--- config.mk ---
export PLATFORM = sky130hd
export DESIGN_NAME = eq_mixer_mc_flat
export DESIGN_NICKNAME = d
export VERILOG_FILES = /design/src/rtl/eq_mixer_mc_if.sv /design/src/rtl/eq_mixer_mc.sv /design/src/flat_wrapper.sv
export SDC_FILE = /design/constraint.sdc
export NUM_CORES = 2
export LEC_CHECK = 0
export ABC_CLOCK_PERIOD_IN_PS = 20100
export BUFFER_PORTS_ARGS = -buffer_cell sky130_fd_sc_hd__buf_4
export CORE_MARGIN = 5
export CORE_UTILIZATION = 67
export DETAILED_ROUTE_END_ITERATION = 6
export PLACE_DENSITY = 0.87
export SYNTH_ARGS = -nofsm -noshare
export SYNTH_HDL_FRONTEND = slang
export SYNTH_SLANG_ARGS = --single-unit
--- constraint.sdc ---
create_clock -name clk -period 20.1 [get_ports clk]
set_input_delay 4.02 -clock clk [delete_from_list [all_inputs] [get_ports clk]]
set_output_delay 4.02 -clock clk [all_outputs]
set_load 0.02 [all_outputs]
--- src/rtl/eq_mixer_mc_if.sv ---
// eq_mixer_mc_if: sample/gain input bus and mixed-output bus of the eq_mixer_mc mixer.
//   in_vld     strobe: band_smpl/band_gain/vol hold a new sample set
//   band_smpl  signed band samples, ch c band b at [(c*NUM_BANDS+b)*16 +: 16]
//   band_gain  unsigned Q1.11 gain per band, shared by all channels
//   vol        unsigned Q1.11 master volume
//   out_vld    strobe: out_smpl/level updated
//   out_smpl   signed mixed output per channel (16 bits each)
//   busy       a sample set is being processed
//   overrun    in_vld arrived while busy (ignored)
//   level      thermometer LED bar per channel (8 bits each)
interface eq_mixer_mc_if #(
    parameter int NUM_CH    = 2,
    parameter int NUM_BANDS = 5
);
    logic                            in_vld;
    logic [NUM_CH*NUM_BANDS*16-1:0]  band_smpl;
    logic [NUM_BANDS*12-1:0]         band_gain;
    logic [11:0]                     vol;
    logic                            out_vld;
    logic [NUM_CH*16-1:0]            out_smpl;
    logic                            busy;
    logic                            overrun;
    logic [NUM_CH*8-1:0]             level;

    modport master (
        output in_vld, band_smpl, band_gain, vol,
        input  out_vld, out_smpl, busy, overrun, level
    );

    modport slave (
        input  in_vld, band_smpl, band_gain, vol,
        output out_vld, out_smpl, busy, overrun, level
    );
endinterface

--- src/rtl/eq_mixer_mc.sv ---
// eq_mixer_mc: N-channel, M-band gain/sum/volume mixer with peak meters.
// A single shared signed multiplier is time-multiplexed over every band of
// every channel (one band per cycle), followed by one volume cycle per channel.
// Ports:
//   clk    system clock
//   rst_n  asynchronous active-low reset
//   bus    eq_mixer_mc_if slave: sample set in, mixed samples / status / LED bars out
module eq_mixer_mc #(
    parameter int NUM_CH      = 2,
    parameter int NUM_BANDS   = 5,
    parameter int DECAY_SMPLS = 256
) (
    input  logic         clk,
    input  logic         rst_n,
    eq_mixer_mc_if.slave bus
);
    localparam int AW  = 18 + $clog2(NUM_BANDS);
    localparam int CHW = (NUM_CH > 1) ? $clog2(NUM_CH) : 1;
    localparam int BW  = $clog2(NUM_BANDS);
    localparam int DW  = (DECAY_SMPLS > 1) ? $clog2(DECAY_SMPLS) : 1;

    typedef enum logic [1:0] {IDLE, MAC, VOL, DONE} state_t;

    state_t                          state_q, state_d;
    logic [NUM_CH*NUM_BANDS*16-1:0]  smpl_q;
    logic [NUM_BANDS*12-1:0]         gain_q;
    logic [11:0]                     vol_q;
    logic [CHW-1:0]                  ch_q;
    logic [BW-1:0]                   band_q;
    logic signed [AW-1:0]            acc_q, acc_d;
    logic signed [15:0]              res_q [NUM_CH];
    logic signed [15:0]              res_all [NUM_CH];
    logic [NUM_CH*16-1:0]            out_smpl_q;
    logic                            out_vld_q;
    logic [14:0]                     peak_q [NUM_CH];
    logic [14:0]                     peak_d [NUM_CH];
    logic [NUM_CH*8-1:0]             level_q, level_d;
    logic [DW-1:0]                   dcnt_q;

    logic                            last_band, last_ch, fin, decay;
    logic signed [15:0]              cur_smpl, acc_sat, vres;
    logic [11:0]                     cur_gain;
    logic signed [28:0]              mac_prod, mac_term, vol_prod;
    logic [14:0]                     mag, held;

    function automatic logic signed [15:0] sat16(input logic signed [31:0] x);
        if (x > 32767)       return 16'sh7fff;
        else if (x < -32768) return 16'sh8000;
        else                 return x[15:0];
    endfunction

    // Thermometer bar from the highest set bit of p[14:7].
    function automatic logic [7:0] bar(input logic [14:0] p);
        logic [7:0] r;
        r = '0;
        for (int unsigned i = 0; i < 8; i++)
            if (p[7+i]) r = 8'hFF >> (7 - i);
        return r;
    endfunction

    always_comb begin
        state_d   = state_q;
        last_band = (band_q == BW'(NUM_BANDS - 1));
        last_ch   = (ch_q == CHW'(NUM_CH - 1));
        case (state_q)
            IDLE:    if (bus.in_vld) state_d = MAC;
            MAC:     if (last_band) state_d = VOL;
            VOL:     state_d = last_ch ? DONE : MAC;
            default: state_d = IDLE;
        endcase
    end

    always_comb begin
        cur_smpl = smpl_q[(int'(ch_q) * NUM_BANDS + int'(band_q)) * 16 +: 16];
        cur_gain = gain_q[int'(band_q) * 12 +: 12];
        mac_prod = cur_smpl * $signed({1'b0, cur_gain});
        mac_term = mac_prod >>> 11;
        acc_d    = acc_q + AW'(mac_term);
        acc_sat  = sat16(32'(acc_q));
        vol_prod = acc_sat * $signed({1'b0, vol_q});
        vres     = sat16(32'(vol_prod >>> 11));
        fin      = (state_q == VOL) && last_ch;
        decay    = (dcnt_q == DW'(DECAY_SMPLS - 1));
        level_d  = '0;
        mag      = '0;
        held     = '0;
        // The last channel's result is still combinational when the set finishes,
        // so outputs and peaks are loaded from it directly on that edge.
        for (int unsigned c = 0; c < NUM_CH; c++) begin
            res_all[c] = (c == NUM_CH - 1) ? vres : res_q[c];
            if (res_all[c] == -16'sd32768) mag = 15'h7fff;
            else if (res_all[c][15])       mag = 15'(-res_all[c]);
            else                           mag = res_all[c][14:0];
            held      = decay ? (peak_q[c] >> 1) : peak_q[c];
            peak_d[c] = (held > mag) ? held : mag;
            level_d[c*8 +: 8] = bar(peak_d[c]);
        end
    end

    always_ff @(posedge clk or negedge rst_n) begin
        if (!rst_n) state_q <= IDLE;
        else        state_q <= state_d;
    end

    always_ff @(posedge clk or negedge rst_n) begin
        if (!rst_n) begin
            smpl_q     <= '0;
            gain_q     <= '0;
            vol_q      <= '0;
            ch_q       <= '0;
            band_q     <= '0;
            acc_q      <= '0;
            out_smpl_q <= '0;
            out_vld_q  <= 1'b0;
            level_q    <= '0;
            dcnt_q     <= '0;
            for (int unsigned c = 0; c < NUM_CH; c++) begin
                res_q[c]  <= '0;
                peak_q[c] <= '0;
            end
        end else begin
            out_vld_q <= fin;
            case (state_q)
                IDLE: if (bus.in_vld) begin
                    smpl_q <= bus.band_smpl;
                    gain_q <= bus.band_gain;
                    vol_q  <= bus.vol;
                    ch_q   <= '0;
                    band_q <= '0;
                    acc_q  <= '0;
                end
                MAC: begin
                    acc_q  <= acc_d;
                    band_q <= last_band ? '0 : band_q + 1'b1;
                end
                VOL: begin
                    res_q[ch_q] <= vres;
                    acc_q       <= '0;
                    if (!last_ch) ch_q <= ch_q + 1'b1;
                end
                default: ;
            endcase
            if (fin) begin
                for (int unsigned c = 0; c < NUM_CH; c++) begin
                    out_smpl_q[c*16 +: 16] <= res_all[c];
                    peak_q[c]              <= peak_d[c];
                end
                level_q <= level_d;
                dcnt_q  <= decay ? '0 : dcnt_q + 1'b1;
            end
        end
    end

    assign bus.out_vld  = out_vld_q;
    assign bus.out_smpl = out_smpl_q;
    assign bus.busy     = (state_q != IDLE);
    assign bus.overrun  = bus.in_vld && (state_q != IDLE);
    assign bus.level    = level_q;
endmodule
--- src/flat_wrapper.sv ---
// flat-port wrapper written by rule: the top's interface ports become plain ports
module eq_mixer_mc_flat 
#(
    parameter int NUM_CH      = 2,
    parameter int NUM_BANDS   = 5,
    parameter int DECAY_SMPLS = 256
)
  (clk, rst_n, bus_in_vld, bus_band_smpl, bus_band_gain, bus_vol, bus_out_vld, bus_out_smpl, bus_busy, bus_overrun, bus_level);
  eq_mixer_mc_if #(.NUM_CH(NUM_CH), .NUM_BANDS(NUM_BANDS)) bus_i ();
  input  logic clk;
  input  logic rst_n;
  input wire logic [$bits(bus_i.in_vld)-1:0] bus_in_vld;
  input wire logic [$bits(bus_i.band_smpl)-1:0] bus_band_smpl;
  input wire logic [$bits(bus_i.band_gain)-1:0] bus_band_gain;
  input wire logic [$bits(bus_i.vol)-1:0] bus_vol;
  output wire logic [$bits(bus_i.out_vld)-1:0] bus_out_vld;
  output wire logic [$bits(bus_i.out_smpl)-1:0] bus_out_smpl;
  output wire logic [$bits(bus_i.busy)-1:0] bus_busy;
  output wire logic [$bits(bus_i.overrun)-1:0] bus_overrun;
  output wire logic [$bits(bus_i.level)-1:0] bus_level;
  assign bus_i.in_vld = bus_in_vld;
  assign bus_i.band_smpl = bus_band_smpl;
  assign bus_i.band_gain = bus_band_gain;
  assign bus_i.vol = bus_vol;
  assign bus_out_vld = bus_i.out_vld;
  assign bus_out_smpl = bus_i.out_smpl;
  assign bus_busy = bus_i.busy;
  assign bus_overrun = bus_i.overrun;
  assign bus_level = bus_i.level;
  eq_mixer_mc #(.NUM_CH(NUM_CH), .NUM_BANDS(NUM_BANDS), .DECAY_SMPLS(DECAY_SMPLS)) u_core (.clk(clk), .rst_n(rst_n), .bus(bus_i));
endmodule
==> flow_metrics.tcl <==
set metrics [dict create \
    status "completed" \
    maxSlewViolCount 0 \
    core_area_sq_um 48750 \
    yosysSeqAreaShare_pct 27.42 \
    fp.dieW_um 231.4 \
    final_area_sq_um 36910 \
    synth_area_per_cell_sq_um 10.06 \
    cp-endpoint "u_core.peak_q[8]" \
    area_growth_pct 12.35 \
    cp_slowest_cell "o21ai_1" \
    cpMostUsedCell "inv_1" \
    cp-end-kind "flop" \
    grt_first_pass_wirelength_um 148100 \
    synth_common_cells "477 x inv_1, 406 x nand2_1, 360 x dfrtp_1, 355 x fa_1, 255 x mux2_2" \
    tns_ps 0 \
    syn_inst 3266 \
    clock-sinks 360 \
    fin_worst_skew_ps 54.07 \
    hpwl_um 67320 \
    period_minus_slack_ps 13200 \
    crit_type "reg2reg" \
    synth_top_area_cell "dfrtp_1" \
    synth_top_area_share_pct 27.42 \
    synthTopCellsByArea "dfrtp_1 27%, fa_1 22%, mux2_2 8.7%" \
    fin_crit_sh_pct 65.65 \
    grt_pass1_vias 27830 \
    placed_area_sq_um 35450 \
    setup_ws_ps 6903 \
    timing.reg2reg.setup_slack_ps 6900 \
    async_flop_share_pct 100.0 \
    use_met3_pct 7.130 \
    clk_latency_ps 610 \
    via_per_inst 6.126 \
    critPathRequiredTime_ps 20610 \
    synth_seq_cells 360 \
    min_path_type "reg2reg" \
    gr-usage-met2_pct 60.46 \
    dieArea_sq_um 53560 \
    clock_path_buffers 3 \
    drt_iter0_markers 2309 \
    startpoint_type "flop" \
    antenna_found_initial 8 \
    post_route_cells_drive_above_1_share_pct 20.44 \
    setup_viol 0 \
    timing.slew.headroom_pct 6.397 \
    hold_slack_ps 479.0 \
    ys_types 86 \
    syn_area_sq_um 32850 \
    fp.dieH_um 231.4 \
    numCtsBuffers 41 \
    vias 25520 \
    startpoint "u_core.acc_q[15]" \
    cts_resized 0 \
    rows 81 \
    rsz0062_at_grt "no" \
    reg2reg_depth 38 \
    root_buffer "clkbuf_16" \
    cpPeakStageDelay_ps 880 \
    synth_edf_count 0 \
    cts_tree "yes" \
    cap_violations 0 \
    wl_per_cell_um 22.04 \
    gp_congestion 0.9416 \
    min_from "u_core.bus.out_smpl[16]" \
    grt_max_degree 233 \
    ys.warnings.count 0 \
    start_util_pct 67.39 \
    cts.clk_slew.worst_paths_ps 60 \
    busiest_layer "met2" \
    post-cts-setup-buffers 0 \
    synth_fp_nets 4039 \
    ant_nets 0 \
    drc_errors 0 \
    track_usage_pct 34.75 \
    wl_um 91820 \
    finalHoldViolCount 0 \
    holdBufCountCts 0 \
    synthFlopType "dfrtp_1" \
    r2r-start "u_core.acc_q[15]" \
    io_pins 286 \
    worst_r2r_endpoint "u_core.peak_q[8]" \
    grt_overflow_total 0 \
    drtPass1Iterations 6 \
    cts.htree.levels 2 \
    critPathMaxFanout 27 \
    cp.arrival_ps 13710 \
    post-place-ws_ps 7101 \
    port_buffers 285 \
    nets 4237 \
    tightest_slew_ps 1404 \
    grt_util_met1_pct 40.27 \
    synth.most_common_cell "inv_1" \
    fmax_mhz 75.78 \
]
## cell type report
cell class,instances,area (sq um)
Multi-Input combinational cell,2277,21500
Clock buffer,53,1121
Inverter,477,1790
Tap cell,664,830.8
Antenna cell,8,20.02
Clock inverter,20,312.8
Sequential cell,360,9009
Timing Repair Buffer,307,2325
Fill cell,3051,11840
## registers in the layout, indices dropped and copies added (netlist names), 2 cells and up
signal and count:
u_core.peak_q 28, u_core.gain_q 60, u_core.res_all 16, u_core.band_q 3, u_core.acc_q 21, u_core.vol_q 12, u_core.bus.out_smpl 32, u_core.dcnt_q 8
u_core.bus.level 16, u_core.state_q 2, u_core.smpl_q 160
## per-layer routing
| metal | part of all wire [%] | up-vias |
|---|---|---|
| met2 | 51 | 1335 |
| met3 | 7.7 | 421 |
| met5 | 0 | - |
| met4 | 6.5 | 0 |
| met1 | 35 | 12660 |
| li1 | - | 11100 |
## cells in the final DEF, fill, tap and decap left out, drive strengths merged, types with 14 or more instances in the layout
cell type,instances
fa,355
o21a,21
o31ai,19
nor2,166
ha,183
mux4,44
inv,481
nor3,27
a31oi,18
o22a,15
a211oi,14
mux2i,54
clkbuf,53
xor2,16
and3,23
nand2,406
dfrtp,360
buf,307
o21ai,138
mux2,257
and2,103
nand2b,21
nor2b,40
a21oi,74
o22ai,15
xnor2,53
a21o,37
nand3,29
or3,20
## critical path: cells and delay by family, from the launching register on
kind | cells | cell delay, ps
AOI/OAI and AO/OA | 15 | 5530
DFF | 1 | 420
muxes | 2 | 600
adders and majority gates | 8 | 3500
and+or+nand+nor | 7 | 2650
buffers and inverters | 6 | 420
## through the flow
stage                     utilization [%]  std cells
after floorplan                         -       3266
after global placement              72.73       4085
after detailed placement            72.73       4085
after CTS                           75.67       4158
after global routing                75.71       4165
final                               75.71       4166
## kinds of logic (layout without fill, tap and decap cells)
group	Yosys count	after routing	share of synthesized area [%]
and+or+nand+nor	883	883	12.40
buffers and inverters	629	857	7.267
xor gates and xnor gates	70	70	1.931
DFF	360	360	27.42
adders and majority gates	538	538	28.60
AOI/OAI and AO/OA	431	431	8.905
other	0	8	0
muxes	355	355	13.47
## worst min-delay path by stage
stage | end | cells after the start
2_1_floorplan | u_core.dcnt_q[6] | 1
5_1_grt | u_core.dcnt_q[6] | 1
6_report | u_core.bus.out_smpl[16] | 2
3_3_place_gp | u_core.dcnt_q[6] | 1
3_5_place_dp | u_core.dcnt_q[6] | 1
4_1_cts | u_core.bus.out_smpl[30] | 2
Power is not shown: default switching activity piles up to over one toggle a cycle in this logic, so the estimate is an artifact.
